`config.mk`:
```
export PLATFORM = sky130hd
export DESIGN_NAME = fpga_pll_rst_ctrl_flat
export DESIGN_NICKNAME = d
export VERILOG_FILES = /design/src/rtl/fpga_pll_rst_ctrl_if.sv /design/src/rtl/fpga_pll_rst_ctrl.sv /design/src/flat_wrapper.sv
export SDC_FILE = /design/constraint.sdc
export NUM_CORES = 1
export LEC_CHECK = 0
export BUFFER_PORTS_ARGS = -buffer_cell sky130_fd_sc_hd__buf_2
export CORE_ASPECT_RATIO = 0.8
export CORE_MARGIN = 2
export CORE_UTILIZATION = 45
export CTS_BUF_LIST = sky130_fd_sc_hd__clkbuf_4
export DETAILED_ROUTE_END_ITERATION = 10
export HOLD_SLACK_MARGIN = 0.15
export RECOVER_POWER = 50
export SKIP_CTS_REPAIR_TIMING = 1
export SYNTH_ARGS = -nofsm -noshare
export SYNTH_HDL_FRONTEND = slang
export SYNTH_SLANG_ARGS = --single-unit
```
`constraint.sdc`:
```
create_clock -name fclk -period 3.05 [get_ports fclk]
set_input_delay 0.915 -clock fclk [delete_from_list [all_inputs] [get_ports fclk]]
set_output_delay 0.915 -clock fclk [all_outputs]
set_load 0.01 [all_outputs]
```
`src/rtl/fpga_pll_rst_ctrl_if.sv`:
```
// Signal bundle between the PLL reset/lock sequencer and the two managed PLLs
// plus their clock domains. The controller uses the slave view.
interface fpga_pll_rst_ctrl_if;
  logic [1:0] pll_locked_in;
  logic [1:0] pll_areset;
  logic [1:0] dom_rst_n;
  logic [1:0] pll_fail;
  logic       all_locked;

  modport master (
    output pll_locked_in,
    input  pll_areset,
    input  dom_rst_n,
    input  pll_fail,
    input  all_locked
  );

  modport slave (
    input  pll_locked_in,
    output pll_areset,
    output dom_rst_n,
    output pll_fail,
    output all_locked
  );
endinterface

```
`src/rtl/fpga_pll_rst_ctrl.sv`:
```
// PLL reset/lock sequencer: two independent channels (system, audio) with lock filtering.
// Optional FPGA_PLL_RETRY_EN: timeout retries with re-reset and a forced re-reset on lock loss.
module fpga_pll_rst_ctrl #(
  parameter int AREST_CYCLES = 4,
  parameter int LOCK_FILTER  = 256,
  parameter int LOCK_TIMEOUT = 50000,
  parameter int MAX_RETRY    = 3
) (
  input logic                fclk,
  input logic                reset_n,
  fpga_pll_rst_ctrl_if.slave pll
);

  localparam logic [2:0] ST_ARST = 3'd0;
  localparam logic [2:0] ST_WAIT = 3'd1;
  localparam logic [2:0] ST_FILT = 3'd2;
  localparam logic [2:0] ST_RUN  = 3'd3;
  localparam logic [2:0] ST_FAIL = 3'd4;

  localparam logic [15:0] AREST_LAST   = 16'(AREST_CYCLES - 1);
  localparam logic [15:0] FILTER_LAST  = 16'(LOCK_FILTER - 1);
  localparam logic [15:0] TIMEOUT_LAST = 16'(LOCK_TIMEOUT - 1);
`ifdef FPGA_PLL_RETRY_EN
  localparam logic [3:0]  RTY_MAX      = 4'(MAX_RETRY);
`endif

  // Lock flags come straight from the PLLs, asynchronous to fclk.
  logic [1:0] sync_q1;
  logic [1:0] lock_s;

  // NOTE: sequential state is always written with non-blocking assignments so
  // every flop samples pre-edge values regardless of block evaluation order.
  always_ff @(posedge fclk or negedge reset_n) begin
    if (!reset_n) begin
      sync_q1 <= '0;
      lock_s  <= '0;
    end else begin
      sync_q1 <= pll.pll_locked_in;
      lock_s  <= sync_q1;
    end
  end

  for (genvar ch = 0; ch < 2; ch++) begin : g_ch
    logic [2:0]  state_q, state_d;
    logic [15:0] cnt_q, cnt_d;
    logic        areset_q, dom_q, fail_q;
`ifdef FPGA_PLL_RETRY_EN
    logic [3:0]  rty_q, rty_d;
`endif

    // NOTE: every signal assigned here gets a default first, so no path
    // through the case can leave it unassigned and infer a latch.
    always_comb begin
      state_d = state_q;
      cnt_d   = cnt_q;
`ifdef FPGA_PLL_RETRY_EN
      rty_d   = rty_q;
`endif
      case (state_q)
        ST_ARST: begin
          if (cnt_q == AREST_LAST) begin
            state_d = ST_WAIT;
            cnt_d   = '0;
          end else begin
            cnt_d = cnt_q + 16'd1;
          end
        end
        ST_WAIT: begin
          // A lock arriving on the timeout cycle takes priority over the timeout.
          if (lock_s[ch]) begin
            state_d = ST_FILT;
            cnt_d   = '0;
          end else if (cnt_q == TIMEOUT_LAST) begin
`ifdef FPGA_PLL_RETRY_EN
            if (rty_q == RTY_MAX) begin
              state_d = ST_FAIL;
            end else begin
              rty_d   = rty_q + 4'd1;
              state_d = ST_ARST;
              cnt_d   = '0;
            end
`else
            state_d = ST_FAIL;
`endif
          end else begin
            cnt_d = cnt_q + 16'd1;
          end
        end
        ST_FILT: begin
          // A dropout restarts both the filter and the timeout window.
          if (!lock_s[ch]) begin
            state_d = ST_WAIT;
            cnt_d   = '0;
          end else if (cnt_q == FILTER_LAST) begin
            state_d = ST_RUN;
            cnt_d   = '0;
`ifdef FPGA_PLL_RETRY_EN
            rty_d   = '0;
`endif
          end else begin
            cnt_d = cnt_q + 16'd1;
          end
        end
        ST_RUN: begin
          if (!lock_s[ch]) begin
`ifdef FPGA_PLL_RETRY_EN
            state_d = ST_ARST;
`else
            state_d = ST_WAIT;
`endif
            cnt_d = '0;
          end
        end
        ST_FAIL: ;
        default: begin
          state_d = ST_ARST;
          cnt_d   = '0;
        end
      endcase
    end

    always_ff @(posedge fclk or negedge reset_n) begin
      if (!reset_n) begin
        state_q  <= ST_ARST;
        cnt_q    <= '0;
        areset_q <= 1'b1;
        dom_q    <= 1'b0;
        fail_q   <= 1'b0;
`ifdef FPGA_PLL_RETRY_EN
        rty_q    <= '0;
`endif
      end else begin
        state_q  <= state_d;
        cnt_q    <= cnt_d;
        areset_q <= (state_d == ST_ARST) || (state_d == ST_FAIL);
        dom_q    <= (state_d == ST_RUN);
        fail_q   <= (state_d == ST_FAIL);
`ifdef FPGA_PLL_RETRY_EN
        rty_q    <= rty_d;
`endif
      end
    end
  end

  logic all_locked_q;

  always_ff @(posedge fclk or negedge reset_n) begin
    if (!reset_n) all_locked_q <= 1'b0;
    else          all_locked_q <= (g_ch[0].state_d == ST_RUN) && (g_ch[1].state_d == ST_RUN);
  end

  assign pll.pll_areset = {g_ch[1].areset_q, g_ch[0].areset_q};
  assign pll.dom_rst_n  = {g_ch[1].dom_q,    g_ch[0].dom_q};
  assign pll.pll_fail   = {g_ch[1].fail_q,   g_ch[0].fail_q};
  assign pll.all_locked = all_locked_q;

endmodule

```
`src/flat_wrapper.sv`:
```
// flat-port wrapper written by rule: the top's interface ports become plain ports
module fpga_pll_rst_ctrl_flat 
#(
  parameter int AREST_CYCLES = 4,
  parameter int LOCK_FILTER  = 256,
  parameter int LOCK_TIMEOUT = 50000,
  parameter int MAX_RETRY    = 3
)
  (fclk, reset_n, pll_pll_locked_in, pll_pll_areset, pll_dom_rst_n, pll_pll_fail, pll_all_locked);
  fpga_pll_rst_ctrl_if pll_i ();
  input logic fclk;
  input logic reset_n;
  input wire logic [$bits(pll_i.pll_locked_in)-1:0] pll_pll_locked_in;
  output wire logic [$bits(pll_i.pll_areset)-1:0] pll_pll_areset;
  output wire logic [$bits(pll_i.dom_rst_n)-1:0] pll_dom_rst_n;
  output wire logic [$bits(pll_i.pll_fail)-1:0] pll_pll_fail;
  output wire logic [$bits(pll_i.all_locked)-1:0] pll_all_locked;
  assign pll_i.pll_locked_in = pll_pll_locked_in;
  assign pll_pll_areset = pll_i.pll_areset;
  assign pll_dom_rst_n = pll_i.dom_rst_n;
  assign pll_pll_fail = pll_i.pll_fail;
  assign pll_all_locked = pll_i.all_locked;
  fpga_pll_rst_ctrl #(.AREST_CYCLES(AREST_CYCLES), .LOCK_FILTER(LOCK_FILTER), .LOCK_TIMEOUT(LOCK_TIMEOUT), .MAX_RETRY(MAX_RETRY)) u_core (.fclk(fclk), .reset_n(reset_n), .pll(pll_i));
endmodule
```
==> run_results.csv <==
group,metric,value,unit
yosys,ys_seq_area_share,46.65,%
pwr,p_clk_share,23.5,%
yosys,syn_area,2634,um2
hold_path,hold_start,"u_core.sync_q1[1]$_DFF_PN0_",
drt,drt_wl_total,5635,um
sta,max_freq,414.3,MHz
drt,ant_nets,0,
placement,postPlaceCellArea,2733,um2
sta,period_needed,2414,ps
die,rows,24,
sta,max-slew-margin-rel,43.49,%
clock_tree,cts_inserted_buffers,5,
pwr,switching_share,35.68,%
drt,via_count,2133,
pwr,pwr_density_cell,699.2,nW/um2
worst_setup_path,crit_required,3360,ps
sta,rsz0062_at_grt,"false",
worst_setup_path,arrival,2730,ps
pwr,p_leak,1.341,nW
clock_tree,cts_sinks,49,
yosys,synth_fp_nets,291,
clock_tree,cts_tree,"done",
sta,setup_viol,0,
hold_path,min_path_cells,0,
worst_setup_path,reg2reg_slack,640,ps
sta,fin_crit_sh,79.14,%
placement,gp_congestion,0.8305,
sta,report.final.slew_viol_count,0,
drt,drtIter0Drc,140,
worst_setup_path,slowest_stage,"dfrtp_1",
global_route,track_usage,18.98,%
clock_tree,clock_latency,360,ps
finish,layout_commonest_cell,"dfrtp_1",
die,ioPinCount,11,
die,core_region_area,5555,um2
sta,finalSetupTns,0,ps
yosys,syn_inst,285,
worst_setup_path,crit_fanout,15,
sta,finalHoldViolCount,0,
worst_setup_path,critPathKind,"register to register",
global_route,antenna_found_initial,0,
finish,nets,297,
worst_setup_path,worstSetupStartpointType,"register",
worst_setup_path,r2r-start,"u_core.g_ch[1].cnt_q[0]$_DFFE_PN0P_",
worst_setup_path,crit_path_max_incr_delay,450,ps
yosys,synth_top_area_share,44.66,%
finish,antenna_cells,0,
hold_path,hold_class,"register to register",
yosys,yosysTopAreaCell,"dfrtp_1",
worst_setup_path,worstPathCellList,"ha_1 -> and4_1 -> and4_1 -> a21bo_2 -> nor3_2 -> buf_4 -> nand3_1 -> nand3_1",
pwr,combPwrFrac,34.6,%
pwr,ir_worst_vdd,198.0,uV
drt,routed_via_density,5.765,
worst_setup_path,rr_worst_depth,8,
yosys,ys_ff_latch,49,
yosys,synth.area.top_cells,"dfrtp_1 (45%), a22o_1 (4.7%), nor2_1 (4.4%)",
drt,drc_errors,0,
pwr,power_frac_seq,41.9,%
global_route,grt_pass1_wl,9591,um
clock_tree,root_buffer,"clkbuf_4",
yosys,syn_avg_cell_area,9.241,um2
clock_tree,htree_levels,2,
global_route,grt_remaining_overflow,0,
drt,wl_per_cell,15.23,um
die,die_h,72.43,um
global_route,grt_start_max_net_pins,36,
yosys,yosysWarningCount,0,
placement,port_buffers,10,
die,start_util,47.41,%
drt,first_pass_iters,4,
sta,hold_slack,367.8,ps
global_route,grt_pass1_vias,1894,
yosys,ys_types,44,
sta,tightest_slew,847.7,ps
finish,drive_gt1_share,10.96,%
pwr,p_int,0.001274,W
hold_path,hold_end,"u_core.lock_s[1]$_DFF_PN0_",
flow_run,max-cap-violations,0,
die,dieWidth,89.54,um
sta,clock_skew,13.73,ps
placement,hpwl,3957,um
finish,syn_to_final_growth,7.506,%
clock_tree,path_clk_slew,150,ps
worst_setup_path,critPathCaptureType,"register",
clock_tree,cts.path.max_buffers,2,
run_status,status,"complete, no violations",
finish,final_cell_mix,"dfrtp_1 (47), nor2_1 (31), nand2_1 (25), nand3_1 (19), a21oi_1 (18)",
worst_setup_path,worstReg2RegEnd,"u_core.g_ch[1].cnt_q[5]$_DFFE_PN0P_",
die,die_area,6485,um2
pwr,power.switching,0.0007063,W
finish,fin_area,2831,um2
## state kept, by name, indices dropped and copies added, names as in the netlist
name                   flops
u_core.g_ch.areset_q       2
u_core.g_ch.cnt_q         32
u_core.g_ch.dom_q          2
u_core.g_ch.fail_q         2
u_core.g_ch.state_q        6
u_core.lock_s              2
u_core.pll.all_locked      1
u_core.sync_q1             2
## worst max-delay path: cells and delay by family (launching register included)
family	cells	cell delay, ps
DFF	1	450
adders and majority gates	1	300
AOI/OAI and AO/OA	1	350
buffers and inverters	1	250
and+or+nand+nor	5	1020
## routing by layer
metal	wire length [um]	global-route usage [%]
met4	44	4.478
met2	2140	24.94
met3	231	3.754
met1	3219	31.34
met5	0	0
## synthesized netlist by cell type, drive strengths merged
master	number
nor4b	3
nand2	25
o21a	1
a311oi	1
nand3	19
mux2i	2
nor3b	3
nor2b	1
nand2b	2
and3	13
inv	7
dfstp	2
a221o	2
and2	2
and4	8
nor4bb	1
ha	2
nor3	6
a41oi	5
a211oi	1
nor4	4
o21ai	16
o22ai	1
or3b	1
a22o	14
clkbuf	5
nand4	7
a21o	9
and3b	1
or2	2
dfrtp	47
a21bo	1
a21oi	18
a31oi	5
nor2	31
and4b	2
o2bb2ai	2
nand3b	1
buf	12
## metrics by stage
stage	power [W]	utilization, %	setup WS [ps]	std cells
global route	0.002135	50.97	465.9	370
finish	0.001980	50.97	636.3	370
CTS	0.001992	51.04	640.5	370
floorplan	0.001340	-	921.4	285
detailed placement	0.001524	49.19	673.8	362
global placement	0.001516	49.19	706.5	362
## worst max-delay path by stage
stage	endpoint	start	cells after the start
3_3_place_gp	u_core.g_ch[1].cnt_q[5]$_DFFE_PN0P_	u_core.g_ch[1].cnt_q[0]$_DFFE_PN0P_	8
3_5_place_dp	u_core.g_ch[1].cnt_q[5]$_DFFE_PN0P_	u_core.g_ch[1].cnt_q[0]$_DFFE_PN0P_	8
5_1_grt	u_core.g_ch[0].cnt_q[8]$_DFFE_PN0P_	u_core.g_ch[0].cnt_q[0]$_DFFE_PN0P_	7
6_report	u_core.g_ch[1].cnt_q[5]$_DFFE_PN0P_	u_core.g_ch[1].cnt_q[0]$_DFFE_PN0P_	8
2_1_floorplan	u_core.g_ch[1].cnt_q[11]$_DFFE_PN0P_	u_core.g_ch[1].cnt_q[0]$_DFFE_PN0P_	8
4_1_cts	u_core.g_ch[1].cnt_q[5]$_DFFE_PN0P_	u_core.g_ch[1].cnt_q[0]$_DFFE_PN0P_	8
## logic make-up after synthesis
| kind of cell | Yosys count | synth area share (%) |
|---|---|---|
| and+or+nand+nor | 132 | 27.36 |
| AOI/OAI and AO/OA | 76 | 19.72 |
| DFF | 49 | 46.65 |
| buffers and inverters | 24 | 4.561 |
| muxes | 2 | 0.7601 |
| adders and majority gates | 2 | 0.9500 |
## layout make-up
cell class | instances | area, um2
Tap cell | 78 | 97.59
Timing Repair Buffer | 16 | 91.34
Multi-Input combinational cell | 212 | 1285
Inverter | 7 | 26.28
Fill cell | 534 | 2724
Clock inverter | 3 | 65.06
Clock buffer | 5 | 37.54
Sequential cell | 49 | 1229
## power by group through the flow
stage / sequential (W) / clock (W) / combinational, W
2_1_floorplan: 0.000814 / 0 / 0.000527
3_5_place_dp: 0.000840 / 0 / 0.000684
4_1_cts: 0.000827 / 0.000476 / 0.000689
6_report: 0.000829 / 0.000465 / 0.000686
5_1_grt: 0.000849 / 0.000506 / 0.000781
3_3_place_gp: 0.000839 / 0 / 0.000677
Note: power is estimated with default switching activity, not from simulation.
